<file path="src/rtl/data_sram_bridge_if.sv">
// Sram-like data bus between the M-stage bridge (master) and the data cache / AXI bridge (slave).
// One request outstanding at a time: req/addr_ok accepts, data_ok completes.
interface data_sram_bridge_if;
  logic        data_req;
  logic        data_wr;
  logic [1:0]  data_size;
  logic [31:0] data_addr;
  logic [31:0] data_wdata;
  logic        data_addr_ok;
  logic        data_data_ok;
  logic [31:0] data_rdata;

  modport master (
    output data_req, data_wr, data_size, data_addr, data_wdata,
    input  data_addr_ok, data_data_ok, data_rdata
  );

  modport slave (
    input  data_req, data_wr, data_size, data_addr, data_wdata,
    output data_addr_ok, data_data_ok, data_rdata
  );
endinterface

</file>
<file path="src/rtl/data_sram_bridge.sv">
// Turns the level-held M-stage access into a single sram-like transaction and
// holds the returned load data until M advances, so a stalled access is never reissued.
module data_sram_bridge (
  input  logic                clk,
  input  logic                resetn,
  input  logic                m_req,
  input  logic                m_wr,
  input  logic [1:0]          m_size,
  input  logic [31:0]         m_addr,
  input  logic [31:0]         m_wdata,
  input  logic                m_stall,
  output logic                m_busy,
  output logic [31:0]         m_rdata,
  data_sram_bridge_if.master  bus
);

  typedef enum logic [1:0] {
    IDLE = 2'd0,
    ADDR = 2'd1,
    DATA = 2'd2,
    DONE = 2'd3
  } state_t;

  state_t      state;
  logic [31:0] rdata_q;

  always_ff @(posedge clk) begin
    if (!resetn) begin
      state   <= IDLE;
      rdata_q <= 32'd0;
    end else begin
      case (state)
        IDLE: begin
          if (m_req) begin
            state <= bus.data_addr_ok ? DATA : ADDR;
          end
        end
        ADDR: begin
          if (bus.data_addr_ok) begin
            state <= DATA;
          end
        end
        // An accepted access always drains, even if the pipeline flushes meanwhile.
        DATA: begin
          if (bus.data_data_ok) begin
            rdata_q <= bus.data_rdata;
            state   <= m_stall ? DONE : IDLE;
          end
        end
        DONE: begin
          if (!m_stall) begin
            state <= IDLE;
          end
        end
        default: state <= IDLE;
      endcase
    end
  end

  // Request is issued combinationally from IDLE so a ready slave gives one-cycle turnaround.
  assign bus.data_req   = ((state == IDLE) && m_req) || (state == ADDR);
  assign bus.data_wr    = m_wr;
  assign bus.data_size  = m_size;
  assign bus.data_addr  = m_addr;
  assign bus.data_wdata = m_wdata;

  assign m_busy  = ((state == IDLE) && m_req) || (state == ADDR) ||
                   ((state == DATA) && !bus.data_data_ok);
  assign m_rdata = ((state == DATA) && bus.data_data_ok) ? bus.data_rdata : rdata_q;

endmodule

</file>
<file path="src/flat_wrapper.sv">
// flat-port wrapper written by rule: the top's interface ports become plain ports
module data_sram_bridge_flat 
  (clk, resetn, m_req, m_wr, m_size, m_addr, m_wdata, m_stall, m_busy, m_rdata, bus_data_req, bus_data_wr, bus_data_size, bus_data_addr, bus_data_wdata, bus_data_addr_ok, bus_data_data_ok, bus_data_rdata);
  data_sram_bridge_if bus_i ();
  input  logic clk;
  input  logic resetn;
  input  logic m_req;
  input  logic m_wr;
  input  logic [1:0] m_size;
  input  logic [31:0] m_addr;
  input  logic [31:0] m_wdata;
  input  logic m_stall;
  output logic m_busy;
  output logic [31:0] m_rdata;
  output wire logic [$bits(bus_i.data_req)-1:0] bus_data_req;
  output wire logic [$bits(bus_i.data_wr)-1:0] bus_data_wr;
  output wire logic [$bits(bus_i.data_size)-1:0] bus_data_size;
  output wire logic [$bits(bus_i.data_addr)-1:0] bus_data_addr;
  output wire logic [$bits(bus_i.data_wdata)-1:0] bus_data_wdata;
  input wire logic [$bits(bus_i.data_addr_ok)-1:0] bus_data_addr_ok;
  input wire logic [$bits(bus_i.data_data_ok)-1:0] bus_data_data_ok;
  input wire logic [$bits(bus_i.data_rdata)-1:0] bus_data_rdata;
  assign bus_data_req = bus_i.data_req;
  assign bus_data_wr = bus_i.data_wr;
  assign bus_data_size = bus_i.data_size;
  assign bus_data_addr = bus_i.data_addr;
  assign bus_data_wdata = bus_i.data_wdata;
  assign bus_i.data_addr_ok = bus_data_addr_ok;
  assign bus_i.data_data_ok = bus_data_data_ok;
  assign bus_i.data_rdata = bus_data_rdata;
  data_sram_bridge u_core (.clk(clk), .resetn(resetn), .m_req(m_req), .m_wr(m_wr), .m_size(m_size), .m_addr(m_addr), .m_wdata(m_wdata), .m_stall(m_stall), .m_busy(m_busy), .m_rdata(m_rdata), .bus(bus_i));
endmodule
</file>
<file path="config.mk">
export PLATFORM = sky130hd
export DESIGN_NAME = data_sram_bridge_flat
export DESIGN_NICKNAME = d
export VERILOG_FILES = /design/src/rtl/data_sram_bridge_if.sv /design/src/rtl/data_sram_bridge.sv /design/src/flat_wrapper.sv
export SDC_FILE = /design/constraint.sdc
export NUM_CORES = 1
export LEC_CHECK = 0
export BUFFER_PORTS_ARGS = -buffer_cell sky130_fd_sc_hd__buf_4
export CELL_PAD_IN_SITES_DETAIL_PLACEMENT = 2
export CELL_PAD_IN_SITES_GLOBAL_PLACEMENT = 2
export CORE_MARGIN = 4
export CORE_UTILIZATION = 20
export CTS_BUF_LIST = sky130_fd_sc_hd__clkbuf_4
export CTS_CLUSTER_SIZE = 14
export DETAILED_ROUTE_END_ITERATION = 8
export PLACE_DENSITY_LB_ADDON = 0.1
export SLEW_MARGIN = 30
export SYNTH_ARGS = -nofsm -noshare
export SYNTH_HDL_FRONTEND = slang
export SYNTH_SLANG_ARGS = --single-unit
</file>
<file path="constraint.sdc">
create_clock -name clk -period 1.5 [get_ports clk]
set_clock_uncertainty 0.05 [all_clocks]
set_input_delay 0.075 -clock clk [delete_from_list [all_inputs] [get_ports clk]]
set_output_delay 0.075 -clock clk [all_outputs]
set_load 0.1 [all_outputs]
</file>
# Yosys cells after proc, flatten, opt, wreduce, memory -nomap -nowiden
# Cells that the tools add are included.
[word_totals]
ff_bits = 34
in_bits = 105
out_inout_bits = 101
word_cells = 26
[op_classes]
n_eq_ne = 7
muxes = 8
n_reduce_logical = 9
[ops]
columns = ["cell", "n"]
rows = [
  ["$mux 32", 1],
  ["$mux 2", 6],
  ["$ne 2x2->1 const B", 4],
  ["$pmux 2 s4", 1],
  ["$eq 2x2->1 const B", 2],
  ["$reduce_and 4->1", 1],
  ["$logic_and 1x1->1", 3],
  ["$eq 2x1->1 const B", 1],
  ["$logic_not 2->1", 1],
  ["$logic_or 1x1->1", 2],
  ["$reduce_and 2->1", 1],
  ["$logic_not 1->1", 1],
]

# Depth between registers and ports, before layout
[logic_depth]
ltp_word = 4
depth_mapped = 5
ltp_nobuf = 2

# Worst setup path before layout
# No wires, ideal clock.
[synth_timing]
path_kind = "reg2out"
start = "register u_core.state[0]"
end = "output bus_data_req"
arrival_ns = 1.716
required_ns = 1.375
path_slack_ns = -0.341
stages_incl_launch_ff = 3
n_path_buf = 0
path_cell_list = "dfxtp_1 > nor2_1 > nor2_1"
[synth_between]
elab_chain_len = 3
elab_cells_between_ends = 4
cone_classes = "eq/ne (1); reduce/logical (3)"
[synth_lines]
columns = ["element", "line", "rtl"]
rows = [
  ["start, declared", "data_sram_bridge.sv:24", "state_t state;"],
  ["start signal, assigned", "data_sram_bridge.sv:35", "state <= bus.data_addr_ok ? DATA : ADDR;"],
  ["start signal, assigned", "data_sram_bridge.sv:47", "state <= m_stall ? DONE : IDLE;"],
  ["$logic_not 2->1", "data_sram_bridge.sv:61", "assign bus.data_req = ((state == IDLE) && m_req) || (state == ADDR);"],
  ["$logic_and 1x1->1", "data_sram_bridge.sv:61", ""],
  ["$logic_or 1x1->1 (*)", "data_sram_bridge.sv:61", ""],
  ["end, declared", "flat_wrapper.sv:15", "output wire logic [$bits(bus_i.data_req)-1:0] bus_data_req;"],
]
# Mark *: on every way between the ends. The rest lies on a longest branch, timed or not.

# Worst setup path in the final report
[layout_timing]
start = "register u_core.state[0]"
end = "output m_rdata[19]"
[layout_between]
elab_chain_len = 3
[layout_lines]
columns = ["element", "line", "rtl"]
rows = [
  ["$eq 2x2->1", "data_sram_bridge.sv:69", "assign m_rdata = ((state == DATA) && bus.data_data_ok) ? bus.data_rdata : rdata_q;"],
  ["$logic_and 1x1->1", "data_sram_bridge.sv:69", ""],
  ["$mux 32", "data_sram_bridge.sv:69", ""],
  ["end, declared", "flat_wrapper.sv:14", "output logic [31:0] m_rdata;"],
]
# No other way between the ends.

==> summary.md <==
| Metric | Value |
|---|---|
| DP Cell Count | 396 |
| Vias | 1765 |
| Share of layout cells above drive strength 1 | 42.47% |
| Critical Path, Cell by Cell | nand3b_4, buf_12, mux2_2, buf_8 |
| Endpoints failing hold | 0 |
| Status | complete, but fails checks |
| Gpl congestion | 0.6083 |
| IR Drop Worst-Case VDD | 0.0002952 V |
| DP HPWL | 4117 microns |
| Post-synth EDFFs | 0 |
| Period Utilization, post-route | 109.5% |
| Setup crit end kind | output pin |
| Vias per Instance | 4.048 |
| Die width | 117.1 microns |
| Design area | 0.003080 sq mm |
| Syn Area/Cell | 9.265 sq um |
| IO Count | 206 |
| H-tree depth | 2 |
| Crit Path Class | flip-flop to output pin |
| Clock sink total | 34 |
| CP Data Arrival Time | 1520 ps |
| Min Clock Period, post-route | 1643 ps |
| Final wirelength | 5796 microns |
| Grt ovf | 0 |
| Slowest-stage cell, CP | mux2_2 |
| Most frequent cells in the layout | 64 x nand2_1, 39 x buf_4, 33 x mux2_2, 33 x dlygate4sd3_1 |
| Filler cell count | 1297 |
| Worst skew pair latency | 310 ps |
| Worst-path maximum fanout | 16 |
| Ys async rst share | 0% |
| DR DRC count | 0 |
| Post-DP Area | 0.002541 sq mm |
| Worst Path Required | 1370 ps |
| Sw Ratio | 39.63% |
| Startpoint types | flip-flop |
| RSZ-0062 raised after global routing | true |
| Area grow syn2layout | 29.37% |
| Slew HR | 77.21% |
| Max Cap Violations | 0 |
| Post-synthesis sequential area ratio | 28.59% |
| Post-synthesis cell type count | 19 |
| Final antenna-violating net count | 0 |
| Least-Margin Pin Slew | 341.9 ps |
| Setup TNS | -4253 ps |
| Vias in the first global route | 1877 |
| Clock share of power | 18.5% |
| Total CTS buffers | 5 |
| Final cell count without fillers | 436 |
| First-pass iteration count of the detailed router | 3 |
| P_sw | 0.0009792 W |
| Slew Limit Fails | 0 |
| Largest net degree at the start of global routing | 37 |
| Warnings from Yosys | 0 |
| Syn Inst Count | 257 |
| Register share of total power | 38.9% |
| Final worst slack | -142.8 ps |
| Cell row count | 39 |
| Power per Cell Area | 802.1 mW/mm^2 |
| Post-CTS Setup Bufs | 0 |
| Netlist Area Pre-Place | 0.002381 sq mm |
| GR Util All Layers | 8.542% |
| Dpl ws | 133.9 ps |
| Main synth FF type | dfxtp_1 |
| Commonest non-fill, non-tap cell in the layout | nand2_1 |
| Final core occ | 26.75% |
| LEAKAGE | 1.311 nW |
| Clock transition at the registers of the reported paths | 90 ps |
| HP Class | input port to output pin |
| IO Port Bufs | 71 |
| Die area | 0.01371 sq mm |
| Core footprint | 0.01152 sq mm |
| Wire per inst | 13.29 microns |
| Die H | 117.1 microns |
| Synth Register Bits | 34 |
| Logic pwr share | 42.6% |
| Nets | 398 |
| Initial Utilization | 20.68% |
| Clock Path Buffers | 2 |
| CTS tree | yes |
| Final setup viols | 32 |
| Clock root buffer | clkbuf_4 |
| Global-route wire length before repair | 9190 microns |
| Violated checks | setup timing |
| Int Pwr | 0.001492 W |
| Initial DRC Count | 28 |
| Initial antenna violation count | 1 |
| Post-synthesis net count | 362 |
| Peak Freq | 0.6087 GHz |
| Max stage delay on crit path | 370 ps |
[metrics by stage]
stage	hold slack [ps]	total power [W]
4_1_cts	76.37	0.002542
5_1_grt	85.68	0.002626
6_report	100.0	0.002471
3_5_place_dp	100.7	0.001907
2_1_floorplan	167.1	0.002522
3_3_place_gp	100.7	0.001903
[layout make-up]
class                           count  area [sq um]  share of cell area (%)
Timing Repair Buffer              111          1130                   36.68
Multi-Input combinational cell    141          1045                   33.92
Sequential cell                    34         683.2                   22.18
Tap cell                          143         178.9                   5.808
Clock buffer                        5         37.54                   1.219
Clock inverter                      1         3.754                  0.1219
Antenna cell                        1         2.502                 0.08123
[worst paths after layout]
| kind | start | depth (start not counted) | endpoint | slack [ps] |
|---|---|---|---|---|
| setup / recovery | u_core.state[0] | 4 | m_rdata[19] | -140 |
| setup reg to reg | u_core.state[0] | 4 | u_core.rdata_q[19] | 220 |
| hold reg to reg | u_core.rdata_q[27] | 2 | u_core.rdata_q[27] | 410 |
| hold / removal | m_addr[31] | 0 | bus_data_addr[31] | 100 |
[metal layers]
layer / wire [microns] / GRT usage (%) / share of wire, %
met5: 0 / 0 / 0
met4: 155 / 4.434 / 2.7
met3: 404 / 2.571 / 7.0
met2: 2850 / 14.37 / 49
met1: 2386 / 9.766 / 41
[cell usage after synthesis, types with 2 or more instances]
cell type	n	area share, %
buf_4	70	22
nand2_1	64	10
dfxtp_1	34	29
mux2i_1	32	13
mux2_2	31	15
buf_6	4	1.9
dlygate4sd1_1	4	1.5
buf_12	3	2.5
nor2_1	3	0.47
mux2_1	2	0.95
nand2b_1	2	0.53
[sequential cells by signal, indices dropped and copies added, names as in the netlist]
name	cells
u_core.rdata_q	32
u_core.state	2
[cell families (layout without fill, tap and decap cells)]
group | Yosys count | after routing | share of synthesized area (%)
buffers and inverters | 82 | 117 | 28.17
and+or+nand+nor | 71 | 71 | 12.30
muxes | 65 | 65 | 29.06
DFF | 34 | 34 | 28.59
AOI/OAI and AO/OA | 5 | 5 | 1.892
other | 0 | 1 | 0
[power by group through the flow]
stage / combinational [W] / sequential [W] / clock, W
after CTS: 0.00106 / 0.000961 / 0.000520
after global routing: 0.00111 / 0.000966 / 0.000550
after floorplan: 0.00155 / 0.000974 / 0
after global placement: 0.000923 / 0.000980 / 0
final: 0.00105 / 0.000960 / 0.000457
after detailed placement: 0.000926 / 0.000980 / 0
[worst max-delay path: cells and delay by family, from the launching register on]
kind	cells	cell delay, ps
mux	1	370
buf+inv	2	350
flops	1	330
simple gates	1	150
[repair_timing]
| action | in CTS | in global routing |
|---|---|---|
| gates resized for setup | 39 | 6 |
| setup endpoints to repair | 33 | 33 |
| hold buffers | 33 | 0 |
| pin swaps | 0 | 0 |
| endpoints found under the hold margin | 33 | 0 |
Power figures use the tool's default switching activity.
